`src/rtl/iter_mul_acc_pkg.sv`:
```
// Shared definitions for the iterative HI/LO multiply-accumulate unit.
package iter_mul_acc_pkg;

  // FSM state encodings
  typedef enum logic [1:0] {
    MulFree = 2'b00,
    MulOn   = 2'b01,
    MulFix  = 2'b10,
    MulEnd  = 2'b11
  } mul_state_e;

  // Operation select; 2'b11 falls through to a plain multiply
  localparam logic [1:0] MulOpMul  = 2'b00;
  localparam logic [1:0] MulOpMadd = 2'b01;
  localparam logic [1:0] MulOpMsub = 2'b10;

  // Handshake levels shared with the other EX-stage long-latency units
  localparam logic MulStart          = 1'b1;
  localparam logic MulStop           = 1'b0;
  localparam logic MulResultReady    = 1'b1;
  localparam logic MulResultNotReady = 1'b0;

endpackage

```
`src/rtl/mul_pp_radix.sv`:
```
// Combinational partial-product generator: multiplicand x one RADIX_BITS digit.
module mul_pp_radix #(
  parameter int WIDTH      = 32,
  parameter int RADIX_BITS = 1
) (
  input  logic [2*WIDTH-1:0]    mcand,
  input  logic [RADIX_BITS-1:0] digit,
  output logic [2*WIDTH-1:0]    pp
);

  // Shift-add over the digit bits; at most 4 terms for the legal radices
  always_comb begin
    pp = '0;
    for (int i = 0; i < RADIX_BITS; i++) begin
      if (digit[i]) pp = pp + (mcand << i);
    end
  end

endmodule

```
`src/rtl/iter_mul_acc.sv`:
```
// Iterative shift-add multiplier with MADD/MSUB fusion and early termination.
// Operands are reduced to magnitudes at start; the sign is reapplied in MulFix.
module iter_mul_acc
  import iter_mul_acc_pkg::*;
#(
  parameter int WIDTH      = 32,
  parameter int RADIX_BITS = 1,   // 1, 2 or 4; must divide WIDTH
  parameter bit EARLY_TERM = 1'b1
) (
  input  logic               clk,
  input  logic               rst,
  input  logic               start_i,
  input  logic               annul_i,
  input  logic               signed_mul_i,
  input  logic [1:0]         op_i,
  input  logic [WIDTH-1:0]   opdata1_i,
  input  logic [WIDTH-1:0]   opdata2_i,
  input  logic [2*WIDTH-1:0] acc_i,
  output logic [2*WIDTH-1:0] result_o,
  output logic               ready_o
);

  localparam int DW    = 2 * WIDTH;
  localparam int STEPS = WIDTH / RADIX_BITS;
  localparam int CNT_W = $clog2(STEPS + 1);

  mul_state_e       state_q, state_d;
  logic [DW-1:0]    mcand_q, prod_q, acc_q, res_q;
  logic [DW-1:0]    pp, p_signed, res_d;
  logic [WIDTH-1:0] mplier_q, mplier_shr, mag1, mag2;
  logic [CNT_W-1:0] cnt_q, cnt_inc;
  logic [1:0]       op_q;
  logic             neg_q, neg1, neg2;
  logic             accept, op_zero, last_step;

  // Operand magnitudes; the most-negative value maps to 2^(WIDTH-1)
  assign neg1 = signed_mul_i & opdata1_i[WIDTH-1];
  assign neg2 = signed_mul_i & opdata2_i[WIDTH-1];
  assign mag1 = neg1 ? (~opdata1_i + WIDTH'(1)) : opdata1_i;
  assign mag2 = neg2 ? (~opdata2_i + WIDTH'(1)) : opdata2_i;

  assign accept  = (state_q == MulFree) && (start_i == MulStart) && !annul_i;
  assign op_zero = (opdata1_i == '0) || (opdata2_i == '0);

  assign mplier_shr = mplier_q >> RADIX_BITS;
  assign cnt_inc    = cnt_q + CNT_W'(1);
  assign last_step  = (cnt_inc == CNT_W'(STEPS)) || (EARLY_TERM && (mplier_shr == '0));

  mul_pp_radix #(
    .WIDTH      (WIDTH),
    .RADIX_BITS (RADIX_BITS)
  ) u_pp (
    .mcand (mcand_q),
    .digit (mplier_q[RADIX_BITS-1:0]),
    .pp    (pp)
  );

  // Sign fix-up and accumulate; acc is the copy latched at start
  always_comb begin
    p_signed = neg_q ? (~prod_q + DW'(1)) : prod_q;
    case (op_q)
      MulOpMadd: res_d = acc_q + p_signed;
      MulOpMsub: res_d = acc_q - p_signed;
      default:   res_d = p_signed;
    endcase
  end

  // State register
  always_ff @(posedge clk or negedge rst) begin
    if (!rst) state_q <= MulFree;
    else      state_q <= state_d;
  end

  // Next-state logic; annul only matters while the operation is in flight
  always_comb begin
    state_d = state_q;
    case (state_q)
      MulFree: if (accept) state_d = op_zero ? MulFix : MulOn;
      MulOn: begin
        if (annul_i)        state_d = MulFree;
        else if (last_step) state_d = MulFix;
      end
      MulFix:  state_d = annul_i ? MulFree : MulEnd;
      MulEnd:  if (start_i == MulStop) state_d = MulFree;
      default: state_d = MulFree;
    endcase
  end

  // Outputs are a pure function of state so reset clears them immediately
  always_comb begin
    ready_o  = MulResultNotReady;
    result_o = '0;
    if (state_q == MulEnd) begin
      ready_o  = MulResultReady;
      result_o = res_q;
    end
  end

  // Datapath: latch at accept, iterate in MulOn, capture result in MulFix
  always_ff @(posedge clk or negedge rst) begin
    if (!rst) begin
      mcand_q  <= '0;
      mplier_q <= '0;
      prod_q   <= '0;
      acc_q    <= '0;
      res_q    <= '0;
      cnt_q    <= '0;
      op_q     <= MulOpMul;
      neg_q    <= 1'b0;
    end else begin
      case (state_q)
        MulFree: if (accept) begin
          op_q     <= op_i;
          acc_q    <= acc_i;
          neg_q    <= signed_mul_i & (opdata1_i[WIDTH-1] ^ opdata2_i[WIDTH-1]);
          mcand_q  <= DW'(mag1);
          mplier_q <= mag2;
          prod_q   <= '0;
          cnt_q    <= '0;
        end
        MulOn: begin
          prod_q   <= prod_q + pp;
          mcand_q  <= mcand_q << RADIX_BITS;
          mplier_q <= mplier_shr;
          cnt_q    <= cnt_inc;
        end
        MulFix:  res_q <= res_d;
        default: ;
      endcase
    end
  end

endmodule

```
`config.mk`:
```
export PLATFORM = sky130hd
export DESIGN_NAME = iter_mul_acc
export DESIGN_NICKNAME = d
export VERILOG_FILES = /design/src/rtl/iter_mul_acc_pkg.sv /design/src/rtl/mul_pp_radix.sv /design/src/rtl/iter_mul_acc.sv
export SDC_FILE = /design/constraint.sdc
export NUM_CORES = 1
export LEC_CHECK = 0
export BUFFER_PORTS_ARGS = -buffer_cell sky130_fd_sc_hd__buf_2
export CAP_MARGIN = 20
export CORE_ASPECT_RATIO = 0.8
export CORE_MARGIN = 8
export CORE_UTILIZATION = 55
export CTS_CLUSTER_SIZE = 28
export DETAILED_ROUTE_END_ITERATION = 8
export PLACE_DENSITY = 0.74
export REMOVE_ABC_BUFFERS = 1
export SLEW_MARGIN = 20
export SYNTH_ARGS = -nofsm -noshare
export SYNTH_HDL_FRONTEND = slang
export SYNTH_HIERARCHICAL = 1
export SYNTH_SLANG_ARGS = --single-unit
```
`constraint.sdc`:
```
create_clock -name clk -period 7.53 [get_ports clk]
set_clock_uncertainty 0.15 [all_clocks]
set_input_delay 1.506 -clock clk [delete_from_list [all_inputs] [get_ports clk]]
set_output_delay 1.506 -clock clk [all_outputs]
set_load 0.005 [all_outputs]
```
==> After elaboration in Yosys (flattened, before gate mapping) <==
Index checks and enable logic that the tools add are counted.
{ "op_classes": {"n_addsub": 7, "n_bitwise": 7, "n_reduce_logical": 13, "n_mux": 22, "n_eq_ne": 9} }
{ "op_table": {"columns": ["cell", "count"], "rows": [
  ["case mux 64 bit (2 select lines)", 3],
  ["two-way mux 64 bit", 5],
  ["adder 64 bit", 2],
  ["zero test 32 bit", 3],
  ["two-way mux 32 bit", 3],
  ["adder 32 x 1 -> 32 bit (second input constant)", 2],
  ["adder 64 x 1 -> 64 bit (second input constant)", 1],
  ["NOT 32 bit", 2],
  ["NOT 64 bit", 1],
  ["case mux 32 bit (2 select lines)", 1],
  ["subtractor 64 bit", 1],
  ["two-way mux 2 bit", 6],
  ["case mux 6 bit (2 select lines)", 1],
  ["case mux 2 bit (4 select lines)", 1],
  ["adder 6 x 1 -> 6 bit (second input constant)", 1],
  ["equality test 2 bit (second input constant)", 3],
  ["equality test 6 bit (second input constant)", 1],
  ["two-way mux 6 bit", 1],
  ["equality test 2 x 1 -> 1 bit (second input constant)", 2],
  ["inequality test 2 bit (second input constant)", 2],
  ["AND reduction 2 bit", 2],
  ["bitwise AND 1 bit", 3],
  ["inequality test 3 bit (second input constant)", 1],
  ["AND reduction 3 bit", 1],
  ["7 further kinds", 9]
]} }
{ "word_totals": {"out_inout_bits": 65, "regBits": 299, "word_cells": 67, "in_bits": 135} }

==> Longest topological paths before layout <==
{ "depth": {"ltp_word": 6, "depth_mapped": 29, "mapped_depth_nobuf": 27} }

==> Modules after synthesis <==
The synthesis kept the hierarchy.
{ "modules_own_cells": {"columns": ["mod", "seq_area_each_um2", "area_each_um2", "cells_per_inst", "instances"], "rows": [
  ["iter_mul_acc", 7482.2, 24369.6, 3055, 1],
  ["mul_pp_radix", 0.0, 510.5, 70, 1]
]} }

==> Worst setup path after synthesis <==
No wires, ideal clock.
{ "synth_timing": {"path_kind": "reg2reg", "start": "reg prod_q[1]", "end": "reg res_q[62]", "required_ns": 7.255, "n_path_buf": 3, "arrival_ns": 6.173, "setup_ns": 0.125, "slack_ns": 1.082, "stages_incl_launch_ff": 28, "synth_period_minus_slack_ns": 6.448, "cell_sequence": "dfrtp_1 -> inv_1 -> ha_1 -> nor2b_1 -> nand4_2 -> buf_2 -> o41ai_2 -> xor2_1 -> o311ai_1 -> or4b_1 -> nor2_1 -> buf_2 -> nor2_1 -> xor2_1 -> ha_1 -> clkbuf_1 -> nand3_1 -> nor3_1 -> nand2_1 -> o221ai_1 -> o21ai_0 -> a21oi_1 -> a31oi_1 -> o311ai_0 -> nand2_1 -> o21ai_0 -> xnor2_1 -> a21oi_1"} }
{ "synth_between": {"elab_chain_cells": 5, "elab_cells_between_ends": 6, "cone_classes": "3 x add/sub; 2 x mux; 1 x bitwise"} }
{ "synth_rtl": {"columns": ["element", "line_no", "text"], "rows": [
  ["start: declaration", "iter_mul_acc.sv:28", "logic [DW-1:0] mcand_q, prod_q, acc_q, res_q;"],
  ["start signal: assignment", "iter_mul_acc.sv:122", "prod_q <= prod_q + pp;"],
  ["NOT 64 bit", "iter_mul_acc.sv:60", "p_signed = neg_q ? (~prod_q + DW'(1)) : prod_q;"],
  ["adder 64 x 1 -> 64 bit", "iter_mul_acc.sv:60", null],
  ["two-way mux 64 bit *", "iter_mul_acc.sv:60", null],
  ["subtractor 64 bit / adder 64 bit (equally long branches)", "iter_mul_acc.sv:63, iter_mul_acc.sv:62", null],
  ["case mux 64 bit (2 select lines) *", "iter_mul_acc.sv:61", "case (op_q)"],
  ["end signal: assignment", "iter_mul_acc.sv:127", "MulFix: res_q <= res_d;"],
  ["end: declaration", "iter_mul_acc.sv:28", null]
]} }
Mark *: on every way between the ends. The rest lies on a longest branch, timed or not.
A chain may end at the register's enable or synchronous reset.

==> Final worst setup path <==
{ "layout_timing": {"start": "reg prod_q[1]", "end": "reg res_q[63]"} }
Same word-level chain as after synthesis.

==> run_results.csv <==
group,metric,value,unit
detailed_routing,vias,23510,
sta,setup_ws,0.4943,ns
global_routing,antenna_found_initial,0,
placement,place_ws,0.1690,ns
detailed_routing,wl,73.54,mm
clock_tree,clockBufferDepth,3,
logic_synthesis,netlist_instances,3125,
clock_tree,clk_pin_slew_worst_paths,0.06,ns
worst_hold_path,hold_class,"reg2reg",
cells_and_area,num_antenna_cells,0,
global_routing,gr-total-overflow,0,
logic_synthesis,synth_edf_count,0,
logic_synthesis,ys_ff_latch,299,
sta,max_freq,142.1,MHz
global_routing,track_usage,27.65,%
critical_path,path_depth,27,
cells_and_area,drive_gt1_share,13.13,%
placement,post-dp-hpwl,56.07,mm
sta,hold_viol_final,0,
floorplan,die_w,253.8,um
detailed_routing,antenna_left,0,
cells_and_area,finalNetCount,3460,
global_routing,grt_pass1_vias,22290,
critical_path,cpPeakStageDelay,0.47,ns
logic_synthesis,ys.flop_type,"dfrtp_1",
run_status,status,"complete, no violations",
placement,portBuffers,199,
placement,gp_congestion,0.9731,
critical_path,r2r.worst_path.cells,27,
floorplan,coreArea,0.04455,sq mm
floorplan,die_h,206.2,um
logic_synthesis,synthDistinctLibCells,96,
critical_path,required,7.78,ns
sta,maxSlewViolCount,0,
clock_tree,cts_hold_buf,0,
critical_path,crit_path_end_kind,"flip-flop",
detailed_routing,vias_per_cell,6.159,
sta,finalCritPeriodShare,93.44,%
floorplan,dieArea,0.05234,sq mm
sta,max_slew_margin,31.87,%
sta,fin_setup_tns,0,ns
critical_path,critPathMaxFanout,8,
critical_path,start_kind,"flip-flop",
critical_path,arrival,7.28,ns
detailed_routing,wl_per_cell,19.27,um
critical_path,cpMaxStageDelayCell,"dfrtp_1",
worst_hold_path,min_path_cells,2,
global_routing,grt_max_degree,129,
floorplan,fp-row-count,69,
floorplan,start_util,55.85,%
clock_tree,clk_latency,0.55,ns
global_routing,grt_pass1_wl,119.1,mm
detailed_routing,drc_errors,0,
cells_and_area,areaGrowthSynthToFinish,9.882,%
logic_synthesis,ys_warn_count,6,
sta,worst_pin_slew,1.022,ns
logic_synthesis,synthArstFlopShare,100.0,%
sta,rsz0062_at_grt,"no",
job,maxCapViolations,0,
sta,setup_viol,0,
cells_and_area,fillers,3950,
floorplan,ioPinCount,200,
critical_path,crit_type,"reg2reg",
sta,fin_crit,7.036,ns
logic_synthesis,syn_area,0.02488,sq mm
clock_tree,cts_tree,"yes",
clock_tree,clock-root-buffer,"clkbuf_16",
clock_tree,numCtsBuffers,35,
clock_tree,clkSinkCount,299,
critical_path,crit_buf_inv,1,
critical_path,path_delay_family,"simple AND/OR/NAND/NOR gates",
detailed_routing,dr.first_iter.drc_count,2103,
clock_tree,h-tree-depth,2,
logic_synthesis,syn_area_per_cell,7.962,sq um
detailed_routing,firstDrtPassIters,6,
logic_synthesis,seq_area_frac_synth,30.07,%
-- synth_stat cells (all sizes together), types with 22 or more instances --
cell    instances  area [sq um]
ha            132          1652
nor2b          29         181.4
and3           96         600.6
nand4          36         237.7
o31ai          38         285.3
nand3          61         320.3
dfrtp         299          7482
nand2         493          1851
clkbuf        168         638.1
nand2b         22         137.6
buf            34         158.9
a21o           84         630.6
nor3           52         265.3
a21oi         212          1061
a22oi          61         457.9
xnor2         160          1401
o21a           25         187.7
and2           85         611.8
xor2          138          1216
nor4           35         315.3
nor2          180         678.2
inv            51         191.4
o21ai         320          1602
a31oi          42         262.8
-- timing repair --
action	4_1_cts	5_1_grt
setup buffers	0	2
resized for setup	0	8
endpoints found under the setup margin	0	13
-- through the flow --
step / cell area, sq um / utilization, % / cells / hold slack [ns]
after floorplan: 24080 / - / 2923 / 0.2914
after global placement: 26120 / 58.63 / 3754 / 0.3033
after CTS: 27260 / 61.20 / 3814 / 0.3267
after global routing: 27340 / 61.37 / 3817 / 0.3438
final: 27340 / 61.37 / 3817 / 0.3207
after detailed placement: 26120 / 58.63 / 3754 / 0.3141
-- area by class of cell --
class / instances / area (sq um) / area share [%]
Timing Repair Buffer: 231 / 1279 / 4.677
Inverter: 51 / 191.4 / 0.7002
Clock buffer: 48 / 954.7 / 3.492
Clock inverter: 12 / 188.9 / 0.6911
Sequential cell: 299 / 7486 / 27.38
Multi-Input combinational cell: 2573 / 16480 / 60.30
Tap cell: 603 / 754.5 / 2.760
-- flip-flops by register name, summed over array words and instances, names as in the netlist --
register / count
op_q: 2
acc_q: 64
res_q: 64
neg_q: 1
mcand_q: 64
state_q: 2
mplier_q: 32
cnt_q: 6
prod_q: 64
-- cell families after synthesis --
family | Yosys count | share of synthesized area [%]
AO/OA/AOI/OAI | 953 | 24.25
AND/OR/NAND/NOR | 1163 | 23.26
XOR/XNOR | 299 | 10.61
multiplexers | 24 | 1.026
flip-flops | 299 | 30.07
adder cells (fa/ha/maj) | 134 | 6.799
buffers and inverters | 253 | 3.973
-- layer usage --
metal	wire, um	GRT usage [%]	vias up
li1	-	-	11360
met1	35350	41.52	11190
met2	30830	40.86	849
met3	5673	4.562	104
met4	1695	7.019	0
met5	0	0	-
-- layout by cell type, fill, tap and decap left out, types with 34 or more instances in the layout --
cell type | netlist | final
nand4_1 | 34 | 34
buf_2 | 10 | 198
a21o_1 | 84 | 84
a31oi_1 | 42 | 42
and2_2 | 64 | 64
dfrtp_1 | 299 | 296
and3_1 | 96 | 96
xnor2_1 | 160 | 160
nand3_1 | 58 | 58
o31ai_1 | 38 | 38
nor3_1 | 51 | 50
a21oi_1 | 212 | 212
a22oi_1 | 61 | 61
ha_1 | 132 | 131
nand2_1 | 493 | 493
nor2_1 | 179 | 177
xor2_1 | 137 | 137
inv_1 | 51 | 51
clkbuf_16 | 0 | 35
o21ai_0 | 319 | 319
-- worst reg2reg max path, cell delays in order, from the launching register on --
cell,delay (ns)
dfrtp_1,0.47
inv_1,0.15
ha_1,0.30
nand2b_1,0.18
o21ai_0,0.23
xor2_1,0.31
nand2_1,0.08
nor3b_1,0.29
nor2b_1,0.29
and4_1,0.36
and3_1,0.23
nor4b_2,0.31
and2_1,0.32
a21oi_1,0.13
xor2_1,0.18
ha_1,0.42
nand3_1,0.22
nor3_4,0.32
nand3_1,0.13
or2_2,0.32
a211oi_1,0.28
o21bai_1,0.18
nand2_1,0.10
o221ai_1,0.18
xnor3_1,0.38
nor2_1,0.13
xnor2_1,0.13
o21ai_1,0.08
-- path summary, 6_finish.rpt --
check                                      startpoint                 endpoint  slack [ns]
worst max register to register  prod_q[1]$_DFFE_PN0P_    res_q[63]$_DFFE_PN0N_        0.49
min in group asynchronous                         rst  mcand_q[16]$_DFFE_PN0P_        0.91
worst max-delay path            prod_q[1]$_DFFE_PN0P_    res_q[63]$_DFFE_PN0N_        0.49
max in group asynchronous                         rst      op_q[0]$_DFFE_PN0P_        4.80
worst min register to register  res_q[24]$_DFFE_PN0N_    res_q[24]$_DFFE_PN0N_        0.32
worst min-delay path            res_q[24]$_DFFE_PN0N_    res_q[24]$_DFFE_PN0N_        0.32
Power is not shown: default switching activity piles up to over one toggle a cycle in this logic, so the estimate is an artifact.
